<file path="src/rtl/bit_mixer_pkg.sv">
// Shared types and constants for the bit mixer datapath element.
package bit_mixer_pkg;

  localparam int MODE_W = 2;

  typedef enum logic [MODE_W-1:0] {
    MIX_PASS  = 2'd0,
    MIX_XOR   = 2'd1,
    MIX_INTLV = 2'd2,
    MIX_ROTL  = 2'd3
  } mix_mode_t;

endpackage : bit_mixer_pkg

</file>
<file path="src/rtl/bit_mixer_core.sv">
// Combinational mixer: combines operands a and b under the selected mode.
module bit_mixer_core
  import bit_mixer_pkg::*;
#(
  parameter int WIDTH = 4
) (
  input  logic [WIDTH-1:0] a,
  input  logic [WIDTH-1:0] b,
  input  mix_mode_t        mode,
  output logic [WIDTH-1:0] result
);

  localparam int SH_W = (WIDTH > 2) ? $clog2(WIDTH) : 1;

  if ((WIDTH < 2) || ((WIDTH % 2) != 0)) begin : g_bad_width
    $error("bit_mixer_core: WIDTH must be even and >= 2");
  end

  int unsigned rot_amt;

  // Rotation amount uses only the low bits of b, reduced modulo WIDTH
  // so non-power-of-two widths still rotate within range.
  assign rot_amt = 32'(b[SH_W-1:0]) % WIDTH;

  // Select the operation for the current beat.
  always_comb begin
    // NOTE: every output of a combinational block gets a default first,
    // otherwise an unassigned path infers a latch.
    result = '0;
    case (mode)
      MIX_PASS: result = a;
      MIX_XOR:  result = a ^ b;
      MIX_INTLV: begin
        for (int i = 0; i < WIDTH / 2; i++) begin
          result[2*i]   = a[i];
          result[2*i+1] = b[i];
        end
      end
      MIX_ROTL: result = (a << rot_amt) | (a >> (WIDTH - rot_amt));
      default:  result = a;
    endcase
  end

endmodule : bit_mixer_core

</file>
<file path="src/rtl/bit_mixer_pipe.sv">
// Pipelined mixer: core result registered behind a valid/ready handshake
// with a 2-entry (output + skid) buffer and an output-transaction counter.
module bit_mixer_pipe
  import bit_mixer_pkg::*;
#(
  parameter int WIDTH   = 4,
  parameter int COUNT_W = 8
) (
  input  logic               clk,
  input  logic               rst_n,
  input  logic               in_valid,
  output logic               in_ready,
  input  logic [WIDTH-1:0]   A,
  input  logic [WIDTH-1:0]   B,
  input  logic [MODE_W-1:0]  mode,
  output logic               out_valid,
  input  logic               out_ready,
  output logic [WIDTH-1:0]   C,
  output logic [COUNT_W-1:0] out_count
);

  logic [WIDTH-1:0] mix_result;
  logic             skid_valid;
  logic [WIDTH-1:0] skid_data;
  logic             accept;
  logic             drain;

  logic             out_valid_d;
  logic [WIDTH-1:0] c_d;
  logic             skid_valid_d;
  logic             skid_load;

  bit_mixer_core #(
    .WIDTH (WIDTH)
  ) u_core (
    .a      (A),
    .b      (B),
    .mode   (mix_mode_t'(mode)),
    .result (mix_result)
  );

  // in_ready comes straight from the skid flop, so there is no
  // combinational path from out_ready back to the producer.
  assign in_ready = ~skid_valid;
  assign accept   = in_valid && in_ready;
  assign drain    = out_valid && out_ready;

  // Decide where an accepted beat lands and how the buffer drains.
  always_comb begin
    out_valid_d  = out_valid;
    c_d          = C;
    skid_valid_d = skid_valid;
    skid_load    = 1'b0;
    if (skid_valid) begin
      // Skid full implies the output holds a beat; drain moves skid forward.
      if (out_ready) begin
        c_d          = skid_data;
        skid_valid_d = 1'b0;
      end
    end else if (accept) begin
      if (!out_valid || out_ready) begin
        c_d         = mix_result;
        out_valid_d = 1'b1;
      end else begin
        skid_load    = 1'b1;
        skid_valid_d = 1'b1;
      end
    end else if (drain) begin
      out_valid_d = 1'b0;
    end
  end

  // Control state, output register and counter, cleared by reset.
  always_ff @(posedge clk or negedge rst_n) begin
    if (!rst_n) begin
      out_valid  <= 1'b0;
      C          <= '0;
      skid_valid <= 1'b0;
      out_count  <= '0;
    end else begin
      // NOTE: sequential state uses non-blocking assignments so every flop
      // samples pre-edge values regardless of statement order.
      out_valid  <= out_valid_d;
      C          <= c_d;
      skid_valid <= skid_valid_d;
      if (drain) begin
        out_count <= out_count + COUNT_W'(1);
      end
    end
  end

  // Skid payload storage.
  // NOTE: the payload needs no reset; skid_valid alone says whether it
  // is meaningful, and leaving it unreset keeps it a plain enable flop.
  always_ff @(posedge clk) begin
    if (skid_load) begin
      skid_data <= mix_result;
    end
  end

endmodule : bit_mixer_pipe

</file>
<file path="config.mk">
export PLATFORM = sky130hd
export DESIGN_NAME = bit_mixer_pipe
export DESIGN_NICKNAME = d
export VERILOG_FILES = /design/src/rtl/bit_mixer_pkg.sv /design/src/rtl/bit_mixer_core.sv /design/src/rtl/bit_mixer_pipe.sv
export SDC_FILE = /design/constraint.sdc
export NUM_CORES = 1
export LEC_CHECK = 0
export CAP_MARGIN = 20
export CORE_AREA = 2 2 49 51
export CTS_CLUSTER_SIZE = 16
export DETAILED_ROUTE_END_ITERATION = 8
export DIE_AREA = 0 0 51 53
export DONT_BUFFER_PORTS = 1
export PLACE_DENSITY_LB_ADDON = 0.1
export SYNTH_ARGS = -nofsm -noshare
export SYNTH_HDL_FRONTEND = slang
export SYNTH_SLANG_ARGS = --single-unit
export TNS_END_PERCENT = 20
</file>
<file path="constraint.sdc">
create_clock -name clk -period 1.9 [get_ports clk]
set_input_delay 0.095 -clock clk [delete_from_list [all_inputs] [get_ports clk]]
set_output_delay 0.095 -clock clk [all_outputs]
set_load 0.01 [all_outputs]
</file>
; ---- Yosys cells after proc, flatten, opt, wreduce, memory -nomap -nowiden
; Index checks and enable logic that the tools add are counted.
[totals]
in_bits = 14
ff_bits = 18
elab_cells = 40
output_inout_bits = 14
[op_classes]
n_shift = 2
reduce_logical = 10
eq_ne = 5
bitwise_logic = 3
add_sub_neg = 2
mux = 13
[ops]
columns = cell, count
row1 = $shr A4 B32 Y4, 1
row2 = $mux W4, 4
row3 = $pmux W4 S4, 1
row4 = $add A8 B1 Y8 const B, 1
row5 = $mux W1, 8
row6 = $reduce_and A3 Y1, 2
row7 = $reduce_bool A2 Y1, 3
row8 = $eq A2 B2 Y1 const B, 2
row9 = $or A4 B4 Y4, 1
row10 = $shl A4 B2 Y4, 1
row11 = $sub A3 B2 Y4 const A, 1
row12 = $xor A4 B4 Y4, 1
row13 = $eq A2 B1 Y1 const B, 1
row14 = $logic_and A1 B1 Y1, 2
row15 = $logic_not A2 Y1, 1
row16 = $ne A2 B1 Y1 const B, 1
row17 = $ne A2 B2 Y1 const B, 1
row18 = $logic_not A1 Y1, 1
row19 = $logic_or A1 B1 Y1, 1
row20 = $not A1 Y1, 1

; ---- Longest topological paths before layout
; Gate-level depths: netlist of run 1.
[depth]
depth_word = 7
depth_mapped = 8
ltp_nobuf = 7

; ---- Cells and area by module
; From an unflattened synthesis of run 1, not the netlist that was laid out.
[hier_totals]
cells_unflattened = 102
hier_area_um2 = 1119.8
[modules_own_cells]
columns = module, cells_each, seq_area_each_um2, n_inst, area_per_inst_um2
row1 = bit_mixer_pipe, 55, 470.5, 1, 798.3
row2 = bit_mixer_core, 47, 0.0, 1, 321.6

; ---- Worst setup path after synthesis of run 1
; No wires, ideal clock.
[synth_timing]
kind = input -> register
from = input B[0]
to = register skid_data[1] (data pin)
setup_ns = 0.279
n_path_buf = 1
cell_stages = 6
setup_slack_ns = 0.421
t_arrival_ns = 1.200
required_time_ns = 1.621
cell_sequence = buf_4 inv_2 ha_1 mux2_2 a21oi_1 o311ai_2
[synth_via]
elab_chain_len = 4
word_cells_on_any_way = 5
cone_classes = add/sub: 1 / shift: 2 / mux: 1 / bitwise: 1
[synth_rtl]
columns = element, line
row1 = "start, declared", bit_mixer_pipe.sv:14  ; input logic [WIDTH-1:0] B,
row2 = $sub A3 B2 Y4, bit_mixer_core.sv:39  ; MIX_ROTL: result = (a << rot_amt) | (a >> (WIDTH - rot_amt));
row3 = $shr A4 B32 Y4, bit_mixer_core.sv:39
row4 = $or A4 B4 Y4, bit_mixer_core.sv:39
row5 = $pmux W4 S4 (*), bit_mixer_core.sv:30  ; case (mode)
row6 = via mix_result[1], bit_mixer_pipe.sv:22  ; logic [WIDTH-1:0] mix_result;
row7 = "end signal, assigned", bit_mixer_pipe.sv:97  ; skid_data <= mix_result;
row8 = "end, declared", bit_mixer_pipe.sv:24  ; logic [WIDTH-1:0] skid_data;
; The timed path passes the listed nets; every way through them passes the cells marked *.
; A chain may end at the register's enable or synchronous reset.

; ---- Worst setup path after layout of run 1
[layout_timing]
from = register out_valid
to = register out_count[7]
[layout_via]
elab_chain_len = 1
[layout_rtl]
columns = element, line
row1 = "start, declared", bit_mixer_pipe.sv:16  ; output logic out_valid,
row2 = "start signal, assigned", bit_mixer_pipe.sv:83  ; out_valid <= out_valid_d;
row3 = $logic_and A1 B1 Y1, bit_mixer_pipe.sv:46  ; assign drain = out_valid && out_ready;
row4 = "end signal, assigned", bit_mixer_pipe.sv:87  ; out_count <= out_count + COUNT_W'(1);
row5 = "end, declared", bit_mixer_pipe.sv:19  ; output logic [COUNT_W-1:0] out_count
; No other way between the ends.

==> run_results.csv, run 1 <==
group,metric,value,unit
outcome,status,"finished, violations left",
outcome,violations,"hold timing",
timing,fmax,0.678,GHz
logic_synthesis,synth.top_cells.by_area,"dfrtp_1 (31%), edfxtp_1 (11%), o21ai_0 (4.0%)",
worst_setup_path,cp-start-kind,"flip-flop",
routing,routed_via_density,5.96,
clock_tree,cts.clk_slew.worst_paths,0.10,ns
place,post-place-ws,0.432,ns
die,die_area,0.00270,mm2
logic_synthesis,synth_area_leader_cell,"dfrtp_1",
die,die_w,51,um
clock_tree,cts_tree,"yes",
clock_tree,post-cts-setup-buffers,0,
logic_synthesis,syn_avg_cell_area,10.1,um2
timing,setup_slack,0.426,ns
cells_and_area,layout-drive-gt1-share,12.4,%
worst_setup_path,cp-end-kind,"flip-flop",
grt,globalRouteOverflowTotal,0,
clock_tree,cts_buffers,3,
logic_synthesis,synthCells,111,
timing,relSlewSlack,56.9,%
grt,grt_max_degree,15,
cells_and_area,multi_input_area,593,um2
clock_tree,cts_root_buffer,"clkbuf_4",
grt,grt_pass1_vias,842,
place,hpwl,1730,um
logic_synthesis,syn_area,0.00112,mm2
clock_tree,cts.path.max_buffers,2,
routing,drcViolationCount,0,
routing,drtIter0Drc,12,
logic_synthesis,ys_ff_latch,18,
cells_and_area,n_antenna_cell,0,
place,numPortBuffers,0,
routing,antenna_left,0,
cells_and_area,mostFrequentLayoutCells,"dfrtp_1 (14), nand2_1 (9), o21ai_0 (9)",
die,num_rows,17,
worst_hold_path,hp-class,"in -> reg",
cells_and_area,final_common_cell,"dfrtp_1",
worst_setup_path,cp.arrival,1.65,ns
routing,drt-pass1-iter-count,4,
worst_setup_path,crit_path_max_fanout,7,
die,core,0.00215,mm2
timing,period_needed,1.47,ns
power,irDropWorstVdd,0.469,mV
worst_setup_path,slowest_delay,0.51,ns
worst_setup_path,crit_type,"reg -> reg",
timing,hold_ws,-0.00215,ns
power,p_per_area,934,mW/mm2
cells_and_area,fillers,178,
cells_and_area,regArea,470,um2
die,die_y,53,um
die,initial_utilization,52.0,%
clock_tree,cts.htree.levels,1,
logic_synthesis,yosysWarnings,0,
timing,finalSetupViolCount,0,
timing,slew_viol_final,0,
logic_synthesis,synth_nets,128,
timing,final-hold-violation-count,1,
timing,rsz0062_at_grt,"false",
logic_synthesis,synth_cell_types,41,
logic_synthesis,synth_top_cell_area_share,31.4,%
routing,dr_total_vias,841,
cells_and_area,fin_nets,131,
clock_tree,clock_latency,0.28,ns
job,cap_violations,0,
grt,groute.usage.overall,18.5,%
worst_setup_path,path_cells,"and3_1 > and3_1 > and3_4 > nand3_2 > xnor2_1",
cells_and_area,syn2layout_area_growth,5.04,%
worst_setup_path,worstPathRequired,2.07,ns
power,p_leak,0.488,nW
routing,wl_per_cell,16.2,um
die,io_pins,28,
timing,worstMarginPinSlew,0.645,ns
timing,fin_skew,0.00375,ns
clock_tree,cts_hold_buf,3,
place,finalWeightedCongestion,0.787,
grt,antenna_found_initial,0,
timing,fin_tns_setup,0,ns
clock_tree,cts.sinks,18,
worst_setup_path,crit_slowest_cell,"dfrtp_1",
clock_tree,cts_resized,0,
worst_setup_path,worst_path_most_repeated_cell,"and3_1",
routing,totalWireLength,2290,um
timing,fin_crit_sh,77.6,%
logic_synthesis,synth.yosys.seq_area_share,42.1,%
grt,grt_pass1_wl,3800,um
## metrics by stage
step	std cells	utilization, %	total power, W	instance area, um2	hold WS (ns)
final	141	54.6	0.00110	1170	-0.00215
after floorplan	111	-	0.000861	1120	-0.201
after detailed placement	134	52.0	0.000913	1120	-0.200
after CTS	141	54.6	0.00111	1170	0.00176
after global placement	134	52.0	0.000903	1120	-0.200
after global routing	141	54.6	0.00117	1170	0.0301
## path summary, 6_finish.rpt
| check | start | end | slack [ns] | depth (start not counted) |
|---|---|---|---|---|
| worst max-delay path | out_valid | out_count[7] | 0.43 | 5 |
| worst min-delay path | out_ready | out_count[0] | -0.002 | 2 |
| worst max register to register | out_valid | out_count[7] | 0.43 | 5 |
| worst min register to register | skid_data[1] | C[1] | 0.52 | 2 |
| max in group asynchronous | rst_n | out_count[0] | 1.22 | 1 |
| min in group asynchronous | rst_n | out_count[1] | 0.27 | 1 |
## area by class of cell
type / instances / area share, %
Inverter: 5 / 1.60
Sequential cell: 18 / 40.1
Clock buffer: 3 / 1.92
Multi-Input combinational cell: 83 / 50.5
Timing Repair Buffer: 3 / 2.56
Clock inverter: 1 / 0.320
Tap cell: 28 / 2.99
## metal layers
| metal | global-route usage, % | vias up | share of wire [%] |
|---|---|---|---|
| met4 | 5.41 | 0 | 0.83 |
| met1 | 21.1 | 409 | 43 |
| met5 | 0 | - | 0 |
| met3 | 3.67 | 2 | 5.4 |
| li1 | - | 409 | - |
| met2 | 34.6 | 21 | 50 |
## cells in the mapped netlist
cell type	n
a21o_1	2
a21oi_1	4
a221oi_2	1
a22o_1	1
a22oi_1	1
a31oi_1	1
a41oi_1	1
and3_1	3
and3_4	1
and3b_1	1
and4bb_2	1
buf_2	1
buf_4	4
dfrtp_1	14
edfxtp_1	4
ha_1	3
inv_1	4
inv_2	1
mux2_1	2
mux2_2	2
mux2i_1	2
nand2_1	9
nand2_2	1
nand3_1	5
nand3_2	1
nand3b_1	1
nor2_1	6
nor3_1	1
nor3_2	1
nor3b_1	2
o211ai_1	1
o21a_1	4
o21ai_0	9
o21bai_1	1
o22a_1	1
o22ai_1	2
o311ai_2	1
o31ai_2	1
or3_1	2
xnor2_1	5
xor2_1	3
## worst max-delay path, delay by kind of cell (launching register included)
kind          cells  cell delay [ns]
flops             1             0.51
xor+xnor          1             0.14
simple gates      4             0.71
## registers in the layout (all words and copies together) (netlist names)
register	cells
skid_data	4
skid_valid	1
out_count	8
C	4
out_valid	1
## kinds of logic (layout without fill, tap and decap cells)
group,count (synthesis),in the layout,share of synthesized area [%]
compound gates,31,31,19.8
xor+xnor,8,8,6.27
fa+ha+maj,3,3,3.36
buf+inv,10,12,4.81
flops,18,18,42.1
mux,6,6,5.82
simple gates,35,35,17.8
## power breakdown
part,total [W],switching (W),internal [W]
Combinational,0.000254,0.000121,0.000133
Clock,0.000185,0.000109,0.0000762
Sequential,0.000657,0.000156,0.000501
Total,0.00110,0.000385,0.000710
Power figures use the tool's default switching activity.
==> run 2: changes to the inputs <==
==> constraint.sdc (replaced) <==
create_clock -name clk -period 1.32 [get_ports clk]
set_input_delay 0.066 -clock clk [delete_from_list [all_inputs] [get_ports clk]]
set_output_delay 0.066 -clock clk [all_outputs]
set_load 0.01 [all_outputs]
==> run 2 against run 1 <==
Effect of this change: the flow finishes with violations (setup timing); cell count increased by 9.2%; core utilization increased by 7.6 points; die area unchanged; clock power increased by 50%; sequential power increased by 41%; sequential share of layout area decreased by 4.7 points; sequential cell count unchanged.
==> run_results.csv, run 2 (synthesis results as in run 1) <==
group,metric,value,unit
worst_setup_path,crit_slowest_cell,"dfrtp_2",
timing,fmax,0.731,GHz
worst_setup_path,cp-start-kind,"flip-flop",
worst_setup_path,r2r-end,"out_count[7]",
worst_setup_path,worst-path-buf-inv,0,
cells_and_area,largestRegisters,"out_count x8, C x4, skid_data x4",
place,placed_cell_area,0.00120,mm2
outcome,status,"finished, violations left",
worst_setup_path,r2r_start,"out_valid",
die,initial_utilization,52.0,%
worst_setup_path,path_cells,"and3_4 > and3_4 > and3_4 > nand3_4 > xnor2_2",
worst_setup_path,crit_type,"reg -> reg",
clock_tree,cts.htree.levels,1,
cells_and_area,n_antenna_cell,0,
routing,drcViolationCount,0,
cells_and_area,syn2layout_area_growth,19.6,%
worst_hold_path,worstHoldStart,"mode[1]",
grt,groute.usage.overall,20.6,%
timing,rsz0062_at_grt,"true",
cells_and_area,fin_nets,144,
worst_hold_path,min_path_cells,2,
clock_tree,cts_buffers,3,
cells_and_area,final_area,0.00134,mm2
cells_and_area,post-route-util,62.2,%
clock_tree,cts.sinks,18,
clock_tree,cts.clk_slew.worst_paths,0.10,ns
timing,fin_skew,0.0122,ns
timing,setup_slack,-0.0484,ns
grt,grt_pass1_vias,913,
timing,finalSetupViolCount,1,
place,numPortBuffers,0,
cells_and_area,final_common_cell,"dfrtp_1",
worst_setup_path,worstPathRequired,1.50,ns
clock_tree,cts_root_buffer,"clkbuf_4",
routing,totalWireLength,2630,um
place,hpwl,1760,um
worst_setup_path,rrSetupSlack,-0.05,ns
timing,slew_viol_final,0,
job,cap_violations,0,
cells_and_area,mostFrequentLayoutCells,"dfrtp_1 (12), buf_4 (11), nand2_1 (9), o21ai_0 (9)",
cells_and_area,layout-drive-gt1-share,27.0,%
timing,fin_tns_setup,-0.0484,ns
outcome,violations,"setup timing",
worst_setup_path,cp.arrival,1.55,ns
worst_setup_path,r2r_cells,5,
timing,fin_crit_sh,104,%
routing,dr_total_vias,908,
die,io_pins,28,
worst_setup_path,worst_path_most_repeated_cell,"and3_4",
worst_hold_path,hold_end,"skid_data[3]",
routing,antenna_left,0,
worst_setup_path,path_delay_family,"simple AND/OR/NAND/NOR gates",
worst_setup_path,cp-end-kind,"flip-flop",
worst_setup_path,slowest_delay,0.43,ns
grt,grt_max_degree,15,
die,core,0.00215,mm2
routing,wl_per_cell,17.0,um
power,finalPower,0.00177,W
routing,routed_via_density,5.90,
timing,period_needed,1.37,ns
die,num_rows,17,
timing,hold_ws,0.0198,ns
die,die_area,0.00270,mm2
place,finalWeightedCongestion,0.807,
grt,grt_pass1_wl,4110,um
clock_tree,cts_tree,"yes",
die,die_w,51,um
clock_tree,clock_latency,0.30,ns
grt,globalRouteOverflowTotal,0,
routing,drtIter0Drc,18,
die,die_y,53,um
power,p_per_area,1320,mW/mm2
timing,relSlewSlack,57.6,%
clock_tree,cts.path.max_buffers,2,
cells_and_area,largest_reg_flops,8,
power,p_leak,0.557,nW
cells_and_area,top_register,"out_count",
worst_hold_path,hp-class,"in -> reg",
power,irDropWorstVdd,0.808,mV
timing,worstMarginPinSlew,0.635,ns
cells_and_area,fillers,177,
routing,drt-pass1-iter-count,4,
timing,final-hold-violation-count,0,
grt,antenna_found_initial,0,
worst_setup_path,crit_path_max_fanout,5,
## run 2: cell count changes in the layout (fill, tap and decap cells not counted), moves of 2 or more
| cell | delta |
|---|---|
| and3_1 | -2 |
| and3_4 | +2 |
| buf_4 | +11 |
| dfrtp_1 | -2 |
| dfrtp_2 | +2 |
| dlygate4sd3_1 | +2 |
## run 2: power breakdown
part	switching [W]	internal, W	total [W]
clock network	0.000167	0.000110	0.000277
registers	0.000204	0.000723	0.000927
logic	0.000255	0.000306	0.000561
total	0.000626	0.00114	0.00177
## run 2: routing by layer
layer,up-vias,wire (um),GRT usage [%]
met1,437,1110,23.1
met4,0,52,9.91
met3,7,133,6.21
met5,-,0,0
li1,436,-,-
met2,28,1330,35.5
## run 2: how the worst max path moves through the flow
stage | cells past startpoint | startpoint | end | slack [ns]
global route | 5 | out_valid | out_count[7] | -0.09
global placement | 5 | skid_valid | C[0] | -0.06
finish | 5 | out_valid | out_count[7] | -0.05
floorplan | 5 | out_valid | out_count[7] | 0.007
detailed placement | 5 | skid_valid | C[0] | -0.02
CTS | 5 | skid_valid | C[0] | -0.03
## run 2: layout make-up
cell class,instances,area [um2],area share (%)
sequential,18,473,35.4
clock buffer,3,22.5,1.69
timing repair buffer,16,133,9.93
multi-input combinational,83,648,48.5
clock inverter,1,3.75,0.281
inverter,5,21.3,1.59
tap,28,35.0,2.62
## run 2: repair_timing
item | CTS | global route
pin swaps | 0 | 3
setup endpoints to repair | 3 | 5
gates resized for setup | 3 | 6
hold endpoints to repair | 20 | 0
buffers inserted | 0 | 3
hold buffers | 5 | 0
## run 2: worst reg2reg max path, stage by stage (launching register included)
cell and delay [ns]:
dfrtp_2 0.43, and3_4 0.20, and3_4 0.18, and3_4 0.21, nand3_4 0.08, xnor2_2 0.15
## run 2: stage by stage
step	cells	setup WS, ns
finish	154	-0.0484
global route	154	-0.0915
CTS	151	-0.0313
detailed placement	142	-0.0250
global placement	142	-0.0550
floorplan	111	0.00748
==> run 3: changes to the inputs <==
--- a/config.mk
+++ b/config.mk
@@ -6,10 +6,10 @@
 export NUM_CORES = 1
 export LEC_CHECK = 0
 export CAP_MARGIN = 20
-export CORE_AREA = 2 2 49 51
+export CORE_AREA = 2 2 65 67
 export CTS_CLUSTER_SIZE = 16
 export DETAILED_ROUTE_END_ITERATION = 8
-export DIE_AREA = 0 0 51 53
+export DIE_AREA = 0 0 67 69
 export DONT_BUFFER_PORTS = 1
 export PLACE_DENSITY_LB_ADDON = 0.1
 export SYNTH_ARGS = -nofsm -noshare
==> constraint.sdc (replaced) <==
create_clock -name clk -period 1.2 [get_ports clk]
set_input_delay 0.06 -clock clk [delete_from_list [all_inputs] [get_ports clk]]
set_output_delay 0.06 -clock clk [all_outputs]
set_load 0.01 [all_outputs]
==> run 3 against run 2 <==
Effect of this change: the flow still finishes with violations (setup timing); worst hold slack improved by 0.046 ns; global-route usage fell by 7.8 points; worst setup slack got worse by 0.040 ns; first-iteration DRC count rose by 110%; largest cell class unchanged.
==> run_results.csv, run 3 (synthesis results as in run 1) <==
group,metric,value,unit
worst_hold_path,hp-class,"in -> reg",
timing,fmax,0.776,GHz
timing,setup_slack,-0.0879,ns
worst_setup_path,cp-end-kind,"flip-flop",
grt,grt_max_degree,15,
clock_tree,cts_buffers,3,
timing,slew_viol_final,0,
timing,period_needed,1.29,ns
timing,relSlewSlack,54.5,%
clock_tree,cts.clk_slew.worst_paths,0.07,ns
cells_and_area,layout-drive-gt1-share,31.5,%
cells_and_area,largest_reg_flops,8,
place,dp_cells,168,
job,cap_violations,0,
power,p_per_area,1520,mW/mm2
place,numPortBuffers,0,
power,finalPower,0.00212,W
worst_setup_path,crit_path_max_fanout,3,
cells_and_area,largestRegisters,"out_count x8, C x4, skid_data x4",
cells_and_area,n_antenna_cell,0,
grt,grt_pass1_wl,4500,um
cells_and_area,fin_nets,145,
cells_and_area,syn2layout_area_growth,25.1,%
grt,grt_pass1_vias,910,
routing,wl_per_cell,15.2,um
place,placed_cell_area,0.00127,mm2
outcome,status,"finished, violations left",
routing,dr_total_vias,896,
clock_tree,cts.htree.levels,1,
die,core,0.00391,mm2
timing,finalSetupViolCount,5,
routing,drt-pass1-iter-count,4,
cells_and_area,top_register,"out_count",
grt,antenna_found_initial,0,
timing,rsz0062_at_grt,"true",
worst_setup_path,r2r_cells,5,
die,die_w,67,um
worst_setup_path,cp.arrival,1.43,ns
die,initial_utilization,28.5,%
routing,drcViolationCount,0,
timing,worstMarginPinSlew,0.681,ns
place,hpwl,2020,um
cells_and_area,final_area,0.00140,mm2
worst_hold_path,min_path_cells,2,
clock_tree,clock_latency,0.25,ns
die,die_y,69,um
cells_and_area,mostFrequentLayoutCells,"buf_4 (14), dfrtp_1 (12), nand2_1 (8)",
die,num_rows,23,
power,p_leak,0.573,nW
timing,fin_skew,0.00123,ns
grt,groute.usage.overall,12.7,%
clock_tree,cts.sinks,18,
worst_setup_path,cp-start-kind,"flip-flop",
place,finalWeightedCongestion,0.736,
timing,fin_crit_sh,107,%
cells_and_area,final_common_cell,"buf_4",
routing,routed_via_density,5.06,
routing,antenna_left,0,
cells_and_area,finalNonFillerCells,177,
clock_tree,cts_tree,"yes",
power,irDropWorstVdd,0.443,mV
grt,globalRouteOverflowTotal,0,
cells_and_area,post-route-util,35.7,%
routing,drtIter0Drc,38,
worst_setup_path,worstPathRequired,1.34,ns
clock_tree,cts_root_buffer,"clkbuf_8",
clock_tree,cts.path.max_buffers,2,
outcome,violations,"setup timing",
timing,final-hold-violation-count,0,
die,die_area,0.00462,mm2
die,io_pins,28,
worst_setup_path,crit_type,"reg -> reg",
routing,totalWireLength,2690,um
[run 3: report_power, final]
part	switching, W	total [W]	internal (W)
Clock	0.000206	0.000442	0.000236
Sequential	0.000203	0.00100	0.000797
Combinational	0.000300	0.000682	0.000382
Total	0.000709	0.00212	0.00142
[run 3: worst paths after layout]
kind	startpoint	endpoint	slack (ns)
setup reg to reg	out_valid	out_count[7]	-0.09
max in group asynchronous	rst_n	out_valid	0.44
setup / recovery	out_valid	out_count[7]	-0.09
min in group asynchronous	rst_n	out_count[2]	0.29
hold reg to reg	skid_data[1]	C[1]	0.52
hold / removal	A[3]	skid_data[3]	0.07
[run 3: worst max-delay path: stages (launching register included)]
cell,delay [ns]
dfrtp_2,0.40
and3_4,0.20
and3_4,0.18
and3_4,0.19
nand3_2,0.08
xnor2_1,0.13
[run 3: layout make-up]
cell class | count | area (um2)
multi-input combinational | 83 | 658
fill | 432 | 2520
tap | 50 | 62.6
timing repair buffer | 17 | 135
inverter | 5 | 23.8
sequential | 18 | 473
clock buffer | 4 | 45.0
[run 3: layer usage]
metal  GRT usage [%]  wire length, um  part of all wire [%]
met3            4.24              221                   8.2
met5               0                0                     0
met2            20.2             1270                    47
met1            15.7             1170                    43
met4            4.76               25                  0.93
[run 3: stage by stage]
stage | setup TNS (ns) | setup slack [ns] | hold slack, ns
2_1_floorplan | -0.331 | -0.0711 | -0.236
3_3_place_gp | -0.488 | -0.0707 | -0.235
3_5_place_dp | -0.517 | -0.0985 | -0.235
4_1_cts | -0.303 | -0.0844 | 0.0519
5_1_grt | -0.865 | -0.138 | 0.0605
6_report | -0.216 | -0.0879 | 0.0655
[run 3: timing repair]
item | in CTS | in global routing
endpoints found under the hold margin | 19 | 0
setup endpoints to repair | 6 | 9
setup buffers | 1 | 1
resized for setup | 6 | 6
gates cloned | 0 | 0
hold buffers | 3 | 0
pin swaps | 0 | 2
